**src/rtl/can_defs.sv**
```systemverilog
// Shared CAN definitions: receiver state encoding, field lengths,
// error-code bit positions and the CRC-15 update step.
package can_defs;

    typedef enum logic [3:0] {
        ST_SYNC,
        ST_IDLE,
        ST_ID,
        ST_CTRL,
        ST_DATA,
        ST_CRC,
        ST_CRC_DEL,
        ST_ACK_SLOT,
        ST_ACK_DEL,
        ST_EOF,
        ST_INTERM
    } rx_state_e;

    localparam logic [14:0] CRC_POLY = 15'h4599;

    localparam logic [6:0] ID_LEN  = 7'd11;
    localparam logic [6:0] DLC_LEN = 7'd4;
    localparam logic [6:0] CRC_LEN = 7'd15;
    localparam logic [6:0] EOF_LEN = 7'd7;

    localparam int ERR_FORM  = 2;
    localparam int ERR_CRC   = 1;
    localparam int ERR_STUFF = 0;

    function automatic logic [14:0] crc15_next(input logic [14:0] crc,
                                               input logic       b);
        logic [14:0] r;
        r = {crc[13:0], 1'b0};
        if (b ^ crc[14]) r = r ^ CRC_POLY;
        return r;
    endfunction

endpackage

```
**src/rtl/can_rx_destuff.sv**
```systemverilog
// CAN bit destuffer: drops the bit after five equal bits and
// flags a stuff error when that bit does not toggle.
module can_rx_destuff (
    input  logic clk,
    input  logic rst_n,
    input  logic sample_point,
    input  logic rx_bit,
    input  logic enable,
    input  logic clear,
    output logic data_bit,
    output logic data_valid,
    output logic stuff_err
);

    logic [2:0] run_q, run_d;
    logic       last_q, last_d;
    logic       stuff_slot;

    always_comb begin
        run_d      = run_q;
        last_d     = last_q;
        stuff_slot = (run_q == 3'd5);
        data_bit   = rx_bit;
        data_valid = sample_point && enable && !stuff_slot;
        stuff_err  = sample_point && enable && stuff_slot
                     && (rx_bit == last_q);
        // Clear accounts for the dominant SOF as the first bit of a run
        if (clear) begin
            run_d  = 3'd1;
            last_d = 1'b0;
        end else if (sample_point && enable) begin
            if (stuff_slot || rx_bit != last_q) run_d = 3'd1;
            else                                run_d = run_q + 3'd1;
            last_d = rx_bit;
        end
    end

    always_ff @(posedge clk or negedge rst_n) begin
        if (!rst_n) begin
            run_q  <= 3'd0;
            last_q <= 1'b0;
        end else begin
            run_q  <= run_d;
            last_q <= last_d;
        end
    end

endmodule

```
**src/rtl/can_rx_frame.sv**
```systemverilog
// CAN 2.0A standard-frame receiver: destuffs, parses, checks CRC and
// form, drives the ACK slot and presents the frame in registers.
module can_rx_frame
    import can_defs::*;
#(
    parameter int IDLE_BITS    = 11,
    parameter int INTERMISSION = 3
) (
    input  logic        clk,
    input  logic        rst_n,
    input  logic        sample_point,
    input  logic        rx_bit,
    output logic        tx_ack,
    output logic        rx_busy,
    output logic        rx_valid,
    output logic [10:0] rx_id,
    output logic        rx_rtr,
    output logic [3:0]  rx_dlc,
    output logic [63:0] rx_data,
    output logic        rx_error,
    output logic [2:0]  err_code
);

    rx_state_e   state_q, state_d;
    logic [6:0]  cnt_q, cnt_d;
    logic [14:0] crc_q, crc_d;
    logic [14:0] crc_rx_q, crc_rx_d;
    logic        crc_ok_q, crc_ok_d;
    logic [10:0] id_s_q, id_s_d;
    logic        rtr_s_q, rtr_s_d;
    logic [3:0]  dlc_s_q, dlc_s_d;
    logic [63:0] data_s_q, data_s_d;
    logic        tx_ack_q, tx_ack_d;
    logic        busy_q, busy_d;
    logic        valid_q, valid_d;
    logic        error_q, error_d;
    logic [2:0]  err_code_q, err_code_d;
    logic [10:0] id_q, id_d;
    logic        rtr_q, rtr_d;
    logic [3:0]  dlc_q, dlc_d;
    logic [63:0] data_q, data_d;

    logic        sof;
    logic [2:0]  err;
    logic [3:0]  dbytes;
    logic [6:0]  data_last;
    logic [3:0]  dlc_new;
    logic        ds_en, ds_bit, ds_valid, ds_err;

    assign ds_en = state_q inside {ST_ID, ST_CTRL, ST_DATA, ST_CRC};

    can_rx_destuff u_destuff (
        .clk          (clk),
        .rst_n        (rst_n),
        .sample_point (sample_point),
        .rx_bit       (rx_bit),
        .enable       (ds_en),
        .clear        (sof),
        .data_bit     (ds_bit),
        .data_valid   (ds_valid),
        .stuff_err    (ds_err)
    );

    always_comb begin
        state_d    = state_q;
        cnt_d      = cnt_q;
        crc_d      = crc_q;
        crc_rx_d   = crc_rx_q;
        crc_ok_d   = crc_ok_q;
        id_s_d     = id_s_q;
        rtr_s_d    = rtr_s_q;
        dlc_s_d    = dlc_s_q;
        data_s_d   = data_s_q;
        tx_ack_d   = tx_ack_q;
        busy_d     = busy_q;
        valid_d    = 1'b0;
        error_d    = 1'b0;
        err_code_d = err_code_q;
        id_d       = id_q;
        rtr_d      = rtr_q;
        dlc_d      = dlc_q;
        data_d     = data_q;
        sof        = 1'b0;
        err        = 3'b000;
        err[ERR_STUFF] = ds_err;
        dbytes     = dlc_s_q[3] ? 4'd8 : dlc_s_q;
        data_last  = {dbytes, 3'b000} - 7'd1;
        dlc_new    = {dlc_s_q[2:0], ds_bit};

        if (sample_point) begin
            unique case (state_q)
                ST_SYNC: begin
                    if (!rx_bit) begin
                        cnt_d = 7'd0;
                    end else if (cnt_q == 7'(IDLE_BITS - 1)) begin
                        state_d = ST_IDLE;
                        cnt_d   = 7'd0;
                    end else begin
                        cnt_d = cnt_q + 7'd1;
                    end
                end
                ST_IDLE: begin
                    if (!rx_bit) sof = 1'b1;
                end
                ST_ID: begin
                    if (ds_valid) begin
                        id_s_d = {id_s_q[9:0], ds_bit};
                        crc_d  = crc15_next(crc_q, ds_bit);
                        if (cnt_q == ID_LEN - 7'd1) begin
                            state_d = ST_CTRL;
                            cnt_d   = 7'd0;
                        end else begin
                            cnt_d = cnt_q + 7'd1;
                        end
                    end
                end
                ST_CTRL: begin
                    if (ds_valid) begin
                        crc_d = crc15_next(crc_q, ds_bit);
                        cnt_d = cnt_q + 7'd1;
                        if (cnt_q == 7'd0)      rtr_s_d = ds_bit;
                        else if (cnt_q == 7'd1) err[ERR_FORM] = ds_bit;
                        else if (cnt_q >= 7'd3) dlc_s_d = dlc_new;
                        if (cnt_q == DLC_LEN + 7'd2) begin
                            cnt_d = 7'd0;
                            if (rtr_s_q || dlc_new == 4'd0) state_d = ST_CRC;
                            else                            state_d = ST_DATA;
                        end
                    end
                end
                ST_DATA: begin
                    if (ds_valid) begin
                        data_s_d[6'd63 - cnt_q[5:0]] = ds_bit;
                        crc_d = crc15_next(crc_q, ds_bit);
                        if (cnt_q == data_last) begin
                            state_d = ST_CRC;
                            cnt_d   = 7'd0;
                        end else begin
                            cnt_d = cnt_q + 7'd1;
                        end
                    end
                end
                ST_CRC: begin
                    if (ds_valid) begin
                        crc_rx_d = {crc_rx_q[13:0], ds_bit};
                        if (cnt_q == CRC_LEN - 7'd1) begin
                            crc_ok_d = (crc_rx_d == crc_q);
                            state_d  = ST_CRC_DEL;
                            cnt_d    = 7'd0;
                        end else begin
                            cnt_d = cnt_q + 7'd1;
                        end
                    end
                end
                ST_CRC_DEL: begin
                    if (!rx_bit) begin
                        err[ERR_FORM] = 1'b1;
                    end else begin
                        tx_ack_d = crc_ok_q;
                        state_d  = ST_ACK_SLOT;
                    end
                end
                ST_ACK_SLOT: begin
                    tx_ack_d = 1'b0;
                    state_d  = ST_ACK_DEL;
                end
                // A CRC mismatch is reported here in place of the form check
                ST_ACK_DEL: begin
                    if (!crc_ok_q)   err[ERR_CRC]  = 1'b1;
                    else if (!rx_bit) err[ERR_FORM] = 1'b1;
                    else begin
                        state_d = ST_EOF;
                        cnt_d   = 7'd0;
                    end
                end
                ST_EOF: begin
                    if (!rx_bit) begin
                        err[ERR_FORM] = 1'b1;
                    end else if (cnt_q == EOF_LEN - 7'd1) begin
                        id_d    = id_s_q;
                        rtr_d   = rtr_s_q;
                        dlc_d   = dlc_s_q;
                        data_d  = data_s_q;
                        valid_d = 1'b1;
                        busy_d  = 1'b0;
                        state_d = ST_INTERM;
                        cnt_d   = 7'd0;
                    end else begin
                        cnt_d = cnt_q + 7'd1;
                    end
                end
                ST_INTERM: begin
                    if (!rx_bit) begin
                        sof = 1'b1;
                    end else if (cnt_q == 7'(INTERMISSION - 1)) begin
                        state_d = ST_IDLE;
                        cnt_d   = 7'd0;
                    end else begin
                        cnt_d = cnt_q + 7'd1;
                    end
                end
                default: begin
                    state_d = ST_SYNC;
                    cnt_d   = 7'd0;
                end
            endcase
        end

        if (sof) begin
            state_d  = ST_ID;
            cnt_d    = 7'd0;
            crc_d    = 15'd0;
            crc_rx_d = 15'd0;
            crc_ok_d = 1'b0;
            id_s_d   = 11'd0;
            rtr_s_d  = 1'b0;
            dlc_s_d  = 4'd0;
            data_s_d = 64'd0;
            busy_d   = 1'b1;
        end

        if (|err) begin
            state_d    = ST_SYNC;
            cnt_d      = 7'd0;
            busy_d     = 1'b0;
            tx_ack_d   = 1'b0;
            error_d    = 1'b1;
            err_code_d = err;
        end
    end

    always_ff @(posedge clk or negedge rst_n) begin
        if (!rst_n) begin
            state_q    <= ST_SYNC;
            cnt_q      <= 7'd0;
            crc_q      <= 15'd0;
            crc_rx_q   <= 15'd0;
            crc_ok_q   <= 1'b0;
            id_s_q     <= 11'd0;
            rtr_s_q    <= 1'b0;
            dlc_s_q    <= 4'd0;
            data_s_q   <= 64'd0;
            tx_ack_q   <= 1'b0;
            busy_q     <= 1'b0;
            valid_q    <= 1'b0;
            error_q    <= 1'b0;
            err_code_q <= 3'd0;
            id_q       <= 11'd0;
            rtr_q      <= 1'b0;
            dlc_q      <= 4'd0;
            data_q     <= 64'd0;
        end else begin
            state_q    <= state_d;
            cnt_q      <= cnt_d;
            crc_q      <= crc_d;
            crc_rx_q   <= crc_rx_d;
            crc_ok_q   <= crc_ok_d;
            id_s_q     <= id_s_d;
            rtr_s_q    <= rtr_s_d;
            dlc_s_q    <= dlc_s_d;
            data_s_q   <= data_s_d;
            tx_ack_q   <= tx_ack_d;
            busy_q     <= busy_d;
            valid_q    <= valid_d;
            error_q    <= error_d;
            err_code_q <= err_code_d;
            id_q       <= id_d;
            rtr_q      <= rtr_d;
            dlc_q      <= dlc_d;
            data_q     <= data_d;
        end
    end

    assign tx_ack   = tx_ack_q;
    assign rx_busy  = busy_q;
    assign rx_valid = valid_q;
    assign rx_id    = id_q;
    assign rx_rtr   = rtr_q;
    assign rx_dlc   = dlc_q;
    assign rx_data  = data_q;
    assign rx_error = error_q;
    assign err_code = err_code_q;

endmodule

```
**config.mk**
```make
export PLATFORM = sky130hd
export DESIGN_NAME = can_rx_frame
export DESIGN_NICKNAME = d
export VERILOG_FILES = /design/src/rtl/can_defs.sv /design/src/rtl/can_rx_destuff.sv /design/src/rtl/can_rx_frame.sv
export SDC_FILE = /design/constraint.sdc
export NUM_CORES = 1
export LEC_CHECK = 0
export BUFFER_PORTS_ARGS = -buffer_cell sky130_fd_sc_hd__buf_2
export CAP_MARGIN = 40
export CORE_UTILIZATION = 60
export DETAILED_ROUTE_END_ITERATION = 16
export GPL_TIMING_DRIVEN = 0
export HOLD_SLACK_MARGIN = 0.06
export PLACE_DENSITY = 0.8
export RECOVER_POWER = 100
export SLEW_MARGIN = 20
export SYNTH_ARGS = -nofsm -noshare
export SYNTH_HDL_FRONTEND = slang
export SYNTH_SLANG_ARGS = --single-unit
```
**constraint.sdc**
```tcl
create_clock -name clk -period 2.7 [get_ports clk]
set_input_delay 0.27 -clock clk [delete_from_list [all_inputs] [get_ports clk]]
set_output_delay 0.27 -clock clk [all_outputs]
set_load 0.02 [all_outputs]
```
Word-level counts from Yosys, hierarchy flattened
Index checks and enable logic that the tools add are counted.

RAM bits: 0. ROM bits: 0. Latch bits: 0. Memories kept: 0. Flip-flop bits (word level): 212. Input bits: 4. Output and inout bits: 87.

Div/mod/pow operators: 0. Add/subtract/negate cells: 4. Magnitude comparators: 3. Bitwise operators: 2. Reductions and logical operators: 46. Equal/unequal tests: 42. Muxes and demuxes: 109. Shifts and indexed selects: 0. Multipliers: 0.

Operators by type and width (number): 64-bit two-way mux (4); 7-bit two-way mux (17); 4-bit two-way mux (28); 15-bit two-way mux (5); 64-bit bitwise mux (1); 7-bit case mux with 9 select lines (1); 14-bit two-way mux (4); 11-bit two-way mux (4); 4-bit case mux with 11 select lines (1); 1-bit two-way mux (37); 4-bit inequality test (second input constant) (9); 2-bit nonzero test (12); 19-bit AND reduction (1); 4-bit by 3-bit == test with 1-bit output (second input constant) (4); 4-bit by 2-bit inequality test with 1-bit output (second input constant) (4); 4-bit by 3-bit inequality test with 1-bit output (second input constant) (4); 4-bit AND reduction (4); 15-bit == test (1); 3-bit AND reduction (5); 3-bit nonzero test (5); 7-bit by 4-bit == test with 1-bit output (second input constant) (2); 4-bit == test (second input constant) (3); 10-bit AND reduction (1); 3-bit two-way mux (3); 34 further kinds (46).

Longest topological paths before layout
Word-level depth: 10. Mapped depth: 10. Gate-level depth less buffers: 9.

Cells and area by module
From an unflattened synthesis, not the netlist that was laid out.

Cells, all modules: 1086. Area total of the unflattened synthesis: 9654.3 µm².

Modules (own cells, without submodules): can_rx_frame (sequential area each 5205.0 µm², times used 1, cells an instance 1060, area each 9415.3 µm²); can_rx_destuff (sequential area each 100.1 µm², times used 1, cells an instance 26, area each 239.0 µm²).

Worst setup path before layout
Ideal clock, no wire load.

Path kind: reg-to-reg. From: register cnt_q[0]. To: register cnt_q[1]. Data required time: 2.579 ns. Setup time: 0.121 ns. Stages on the path, launching flop included: 9. Data arrival time: 2.037 ns. Path slack: 0.542 ns. Clock period less this slack: 2.158 ns. Path through: dfrtp_1 clkinv_1 ha_1 nand2b_1 o41a_1 o21a_2 buf_6 o211a_2 a22o_1.

Word-level cells in the longest chain between the ends: 9. Elaborated cells between the ends (all ways): 41.

RTL lines: from (decl) (RTL line can_rx_frame.sv:25) `logic [6:0] cnt_q, cnt_d;`; from (signal assigned) (RTL line can_rx_frame.sv:254) `cnt_q <= cnt_d;`; 7-bit by 1-bit == test with 1-bit output (RTL line can_rx_frame.sv:122) `else if (cnt_q == 7'd1) err[ERR_FORM] = ds_bit;`; 1-bit two-way mux (RTL line can_rx_frame.sv:122); 1-bit two-way mux (RTL line can_rx_frame.sv:121) `if (cnt_q == 7'd0) rtr_s_d = ds_bit;`; 1-bit two-way mux (RTL line can_rx_frame.sv:118) `if (ds_valid) begin`; 1-bit case mux with 3 select lines (RTL line can_rx_frame.sv:91) `unique case (state_q)`; 2-bit two-way mux (RTL line can_rx_frame.sv:90) `if (sample_point) begin`; 3-bit OR reduction (RTL line can_rx_frame.sv:222) `if (|err) begin`; 4-bit by 3-bit inequality test with 1-bit output (no line) (tied with other cells); 10-bit AND reduction (no line).

Several ways; a longest one is shown, not always the timed one. The select of a mux whose other input is x is not followed. A chain may end at the register's enable or synchronous reset.

Final worst setup path
From: register cnt_q[1]. To: register dlc_s_q[2].

Word-level cells in the longest chain between the ends: 3. Elaborated cells between the ends (all ways): 7.

RTL lines: 7-bit by 2-bit >= comparator with 1-bit output (tied with other cells) (RTL line can_rx_frame.sv:123) `else if (cnt_q >= 7'd3) dlc_s_d = dlc_new;`; 2-bit nonzero test (no line) / 2-bit inequality test (equally long branches); 6-bit AND reduction (no line) *; to (signal assigned) (RTL line can_rx_frame.sv:260) `dlc_s_q <= dlc_s_d;`; to (decl) (RTL line can_rx_frame.sv:31) `logic [3:0] dlc_s_q, dlc_s_d;`.

Every way passes the cells marked *; elsewhere a longest branch is shown, timed or not.

==> impl_summary.log <==
[metrics] run status: complete, but fails checks
[metrics] failing checks: max-capacitance violations, max-slew violations
[metrics] Placed Cells incl. Taps: 1273
[metrics] floorplan die height: 131 microns
[metrics] gate count of the mapped netlist: 964
[metrics] Fmax: ~370 MHz
[metrics] area of the core region: ~16000 sq um
[metrics] share of synthesized area occupied by flip-flops and latches: 53.3%
[metrics] floorplan die width: 131 microns
[metrics] Simple-Gate Fraction of Synth Area: between 10% and 20%
[metrics] number of vias after detailed routing: 8054
[metrics] maximum number of pins on one net before global-route repair: 93
[metrics] area used by multi-input combinational logic: ~4300 sq um
[metrics] final HPWL from detailed placement: 16.4 mm
[metrics] Yosys warning total: 0
[metrics] clock edge transition at the registers on the reported setup and hold paths: 0.07 ns
[metrics] latest clock arrival within the worst-skew pair: 0.52 ns
[metrics] routed len/inst: roughly 19 microns
[metrics] share of the synthesized area in the top cell type: 53.3%
[metrics] number of ports placed on the die boundary: 91
[metrics] Synth Area per Inst: 10.3 sq um
[metrics] worst voltage drop across the vdd grid: 0.644 mV
[metrics] initial detailed-routing violation count: between 500 and 600
[metrics] Worst Hold Margin: 0.211 ns
[metrics] placement row count: 46
[metrics] Adder-Cell Fraction of Synth Area: less than 1%
[metrics] Die ar.: 17100 sq um
[metrics] ys async rst share: 100%
[metrics] Synthesized Nets: 975
[metrics] master cell of the clock root buffer: sky130_fd_sc_hd__clkbuf_16
[metrics] Mapped Area: about 10000 sq um
[metrics] buffer levels on the longest clock path: 3
[metrics] Clock Skew: 0.0326 ns
[metrics] number of enable flip-flop cells after synthesis: 0
[metrics] non-filler instance count after layout: 1313
[metrics] number of global-route vias before repair: 7442
[metrics] leading cell types by count after synthesis: 212 x sky130_fd_sc_hd__dfrtp_1, 153 x sky130_fd_sc_hd__o21ai_0, 99 x sky130_fd_sc_hd__nand2_1
[metrics] clock tree from TritonCTS: done
[metrics] largest area contributor in the synthesized netlist: sky130_fd_sc_hd__dfrtp_1
[metrics] count of nets left with antenna violations after detail routing: 0
[metrics] fraction of the mapped netlist area in compound gates: 17.5%
[metrics] Layout Area Growth over Synthesis: 14.4%
[metrics] DRC violation count after routing: 0
[metrics] multiplexer share of the synthesized area: 9.59%
[metrics] fin. max-slew vios: 30
[metrics] area occupied by registers: 5310 sq um
[metrics] sum of routed wire length over all layers: about 25 mm
[metrics] PwrDens: roughly 830 nW/um^2
[metrics] vias per inst: 6.13
[metrics] type of element launching the critical path: flop
[metrics] residual overflow from global routing: 0
[metrics] critical path type: reg -> reg
[metrics] Worst Path Max Fanout: 10
[metrics] dominant cells by area after synthesis: sky130_fd_sc_hd__dfrtp_1 53%, sky130_fd_sc_hd__mux2_2 8.0%, sky130_fd_sc_hd__o21ai_0 7.7%
[metrics] count of distinct cell types in the synthesized netlist: 73
[metrics] xor/xnor cell area share of the yosys netlist: 2.55%
[metrics] RSZ-0062 raised after global routing: no
[metrics] Antenna diodes: 0
[metrics] number of max-cap violations: 1
[metrics] global router's overall resource usage: 29.4%
[metrics] clock sink total: 212
[metrics] #FFs+latches synth: 212
[metrics] final critical delay including setup and external delays: 2.69 ns
[metrics] most numerous cell in the Yosys netlist: sky130_fd_sc_hd__dfrtp_1
[metrics] FILL cells: between 1000 and 1500
[metrics] proportion of layout cells with a drive suffix above 1: 15.8%
[metrics] count of endpoints failing setup in the final report: 0
[metrics] critical path arrival: 3.07 ns
[metrics] Min-Delay Path Class: in -> reg
[metrics] top flip-flop cell by instance count after synthesis: sky130_fd_sc_hd__dfrtp_1
[metrics] global-route wire length before repair: roughly 40 mm
[metrics] Worst Setup End Kind: flop
[metrics] number of buffers inserted during clock tree synthesis: 22
[metrics] Routability Congestion: 0.911
[metrics] number of levels the H-tree was split into: 1
[metrics] main combinational cell family by area after synthesis: compound AO/OA/AOI/OAI gates
[metrics] Initial Utilization: between 60% and 70%
[metrics] number of buffers added for setup after CTS: 0
[metrics] Hold Violations, Final: 0
[metrics] initial antenna violation count: 0
[metrics] TritonRoute pass-1 iters: 5
[metrics] leakage power total: 5.21 nW
[metrics] number of port buffers: 90
[metrics] required time reported for the critical path endpoint: 3.08 ns
[metrics] period utilization: 99.7%
[metrics] relative slew slack: -29.8%
[metrics] slew at the pin with the worst max-slew slack: 1.95 ns
[metrics] total number of nets in the final design: 1096
state kept, by name, summed over array words and instances (netlist names), 4 cells and up:
register / cells
data_s_q: 64
state_q: 4
cnt_q: 7
dlc_s_q: 4
rx_data: 64
crc_q: 15
rx_dlc: 4
crc_rx_q: 14
rx_id: 11
id_s_q: 11
logic make-up after synthesis:
logic type / after synthesis
AOI/OAI and AO/OA: 308
adders and majority gates: 7
buffers and inverters: 83
DFF: 212
and+or+nand+nor: 240
xor gates and xnor gates: 29
muxes: 85
cells in the final DEF, fill, tap and decap left out, types with 7 or more instances in the layout:
master	instances
sky130_fd_sc_hd__o21ai_0	153
sky130_fd_sc_hd__nand3_1	31
sky130_fd_sc_hd__dfrtp_1	212
sky130_fd_sc_hd__ha_1	7
sky130_fd_sc_hd__inv_1	11
sky130_fd_sc_hd__nand2b_1	8
sky130_fd_sc_hd__clkbuf_16	22
sky130_fd_sc_hd__xnor2_1	20
sky130_fd_sc_hd__nor2_1	25
sky130_fd_sc_hd__clkbuf_1	119
sky130_fd_sc_hd__nand2_1	98
sky130_fd_sc_hd__xor2_1	9
sky130_fd_sc_hd__mux2_1	12
sky130_fd_sc_hd__nor3_1	14
sky130_fd_sc_hd__a21oi_1	96
sky130_fd_sc_hd__nor2b_1	10
sky130_fd_sc_hd__buf_2	23
sky130_fd_sc_hd__clkbuf_2	15
sky130_fd_sc_hd__mux2_2	71
sky130_fd_sc_hd__and3_1	7
layout make-up:
type                    instances  area share [%]
flip-flops and latches        212            46.6
multi-input cells             669            37.4
clock buffers                  28            5.30
repair buffers                 97            3.76
plain buffers                  70            3.03
well taps                     216            2.37
clock inverters                 8            1.13
inverters                      13           0.429
power by group:
part	switching (mW)	internal (mW)	leakage, nW
combinational	1.62	0.954	1.96
sequential	0.285	3.48	2.90
clock	1.24	1.86	0.357
path summary, 6_finish.rpt:
check                       startpoint      endpoint  slack (ns)  depth (start not counted)
setup reg to reg              cnt_q[1]    dlc_s_q[2]       0.008                          8
max in group asynchronous        rst_n     rx_dlc[3]        0.63                          3
hold reg to reg            err_code[0]   err_code[0]        0.48                          2
setup / recovery              cnt_q[1]    dlc_s_q[2]       0.008                          8
min in group asynchronous        rst_n   crc_rx_q[1]        0.86                          2
hold / removal                  rx_bit  data_s_q[32]        0.21                          3
stage by stage:
step | power [mW] | setup WS [ns] | TNS, ns | util, % | cell area (sq um)
after floorplan | 5.63 | 0.542 | 0 | - | 9950
after global placement | 6.26 | -2.19 | -458.92 | 66.5 | 10700
after detailed placement | 6.35 | 0.115 | 0 | 67.0 | 10800
after CTS | 9.43 | 0.106 | 0 | 71.6 | 11500
after global routing | 9.89 | 0.0100 | 0 | 70.9 | 11400
final | 9.43 | 0.00807 | 0 | 70.9 | 11400
worst max-delay path, cell delays in order (launching register included):
cell and delay (ns):
sky130_fd_sc_hd__dfrtp_1 0.39, sky130_fd_sc_hd__clkbuf_2 0.23, sky130_fd_sc_hd__inv_2 0.13, sky130_fd_sc_hd__nor3_1 0.76, sky130_fd_sc_hd__buf_4 0.30, sky130_fd_sc_hd__nor2_1 0.05, sky130_fd_sc_hd__o31ai_1 0.27, sky130_fd_sc_hd__a21oi_2 0.16
sky130_fd_sc_hd__mux2_2 0.29
layer usage:
| metal | track usage (%) | up-vias | wire length [microns] |
|---|---|---|---|
| met3 | 4.52 | 51 | 2040 |
| li1 | - | 3669 | - |
| met4 | 9.33 | 0 | 530 |
| met1 | 42.1 | 3954 | 10700 |
| met2 | 46.4 | 380 | 11600 |
| met5 | 0 | - | 0 |
what timing repair did:
item | in CTS | in global routing
gates resized for setup | 0 | 2
hold endpoints to repair | 212 | 0
hold buffers | 1 | 0
endpoints found under the setup margin | 0 | 17
(Power assumes the default switching activity.)
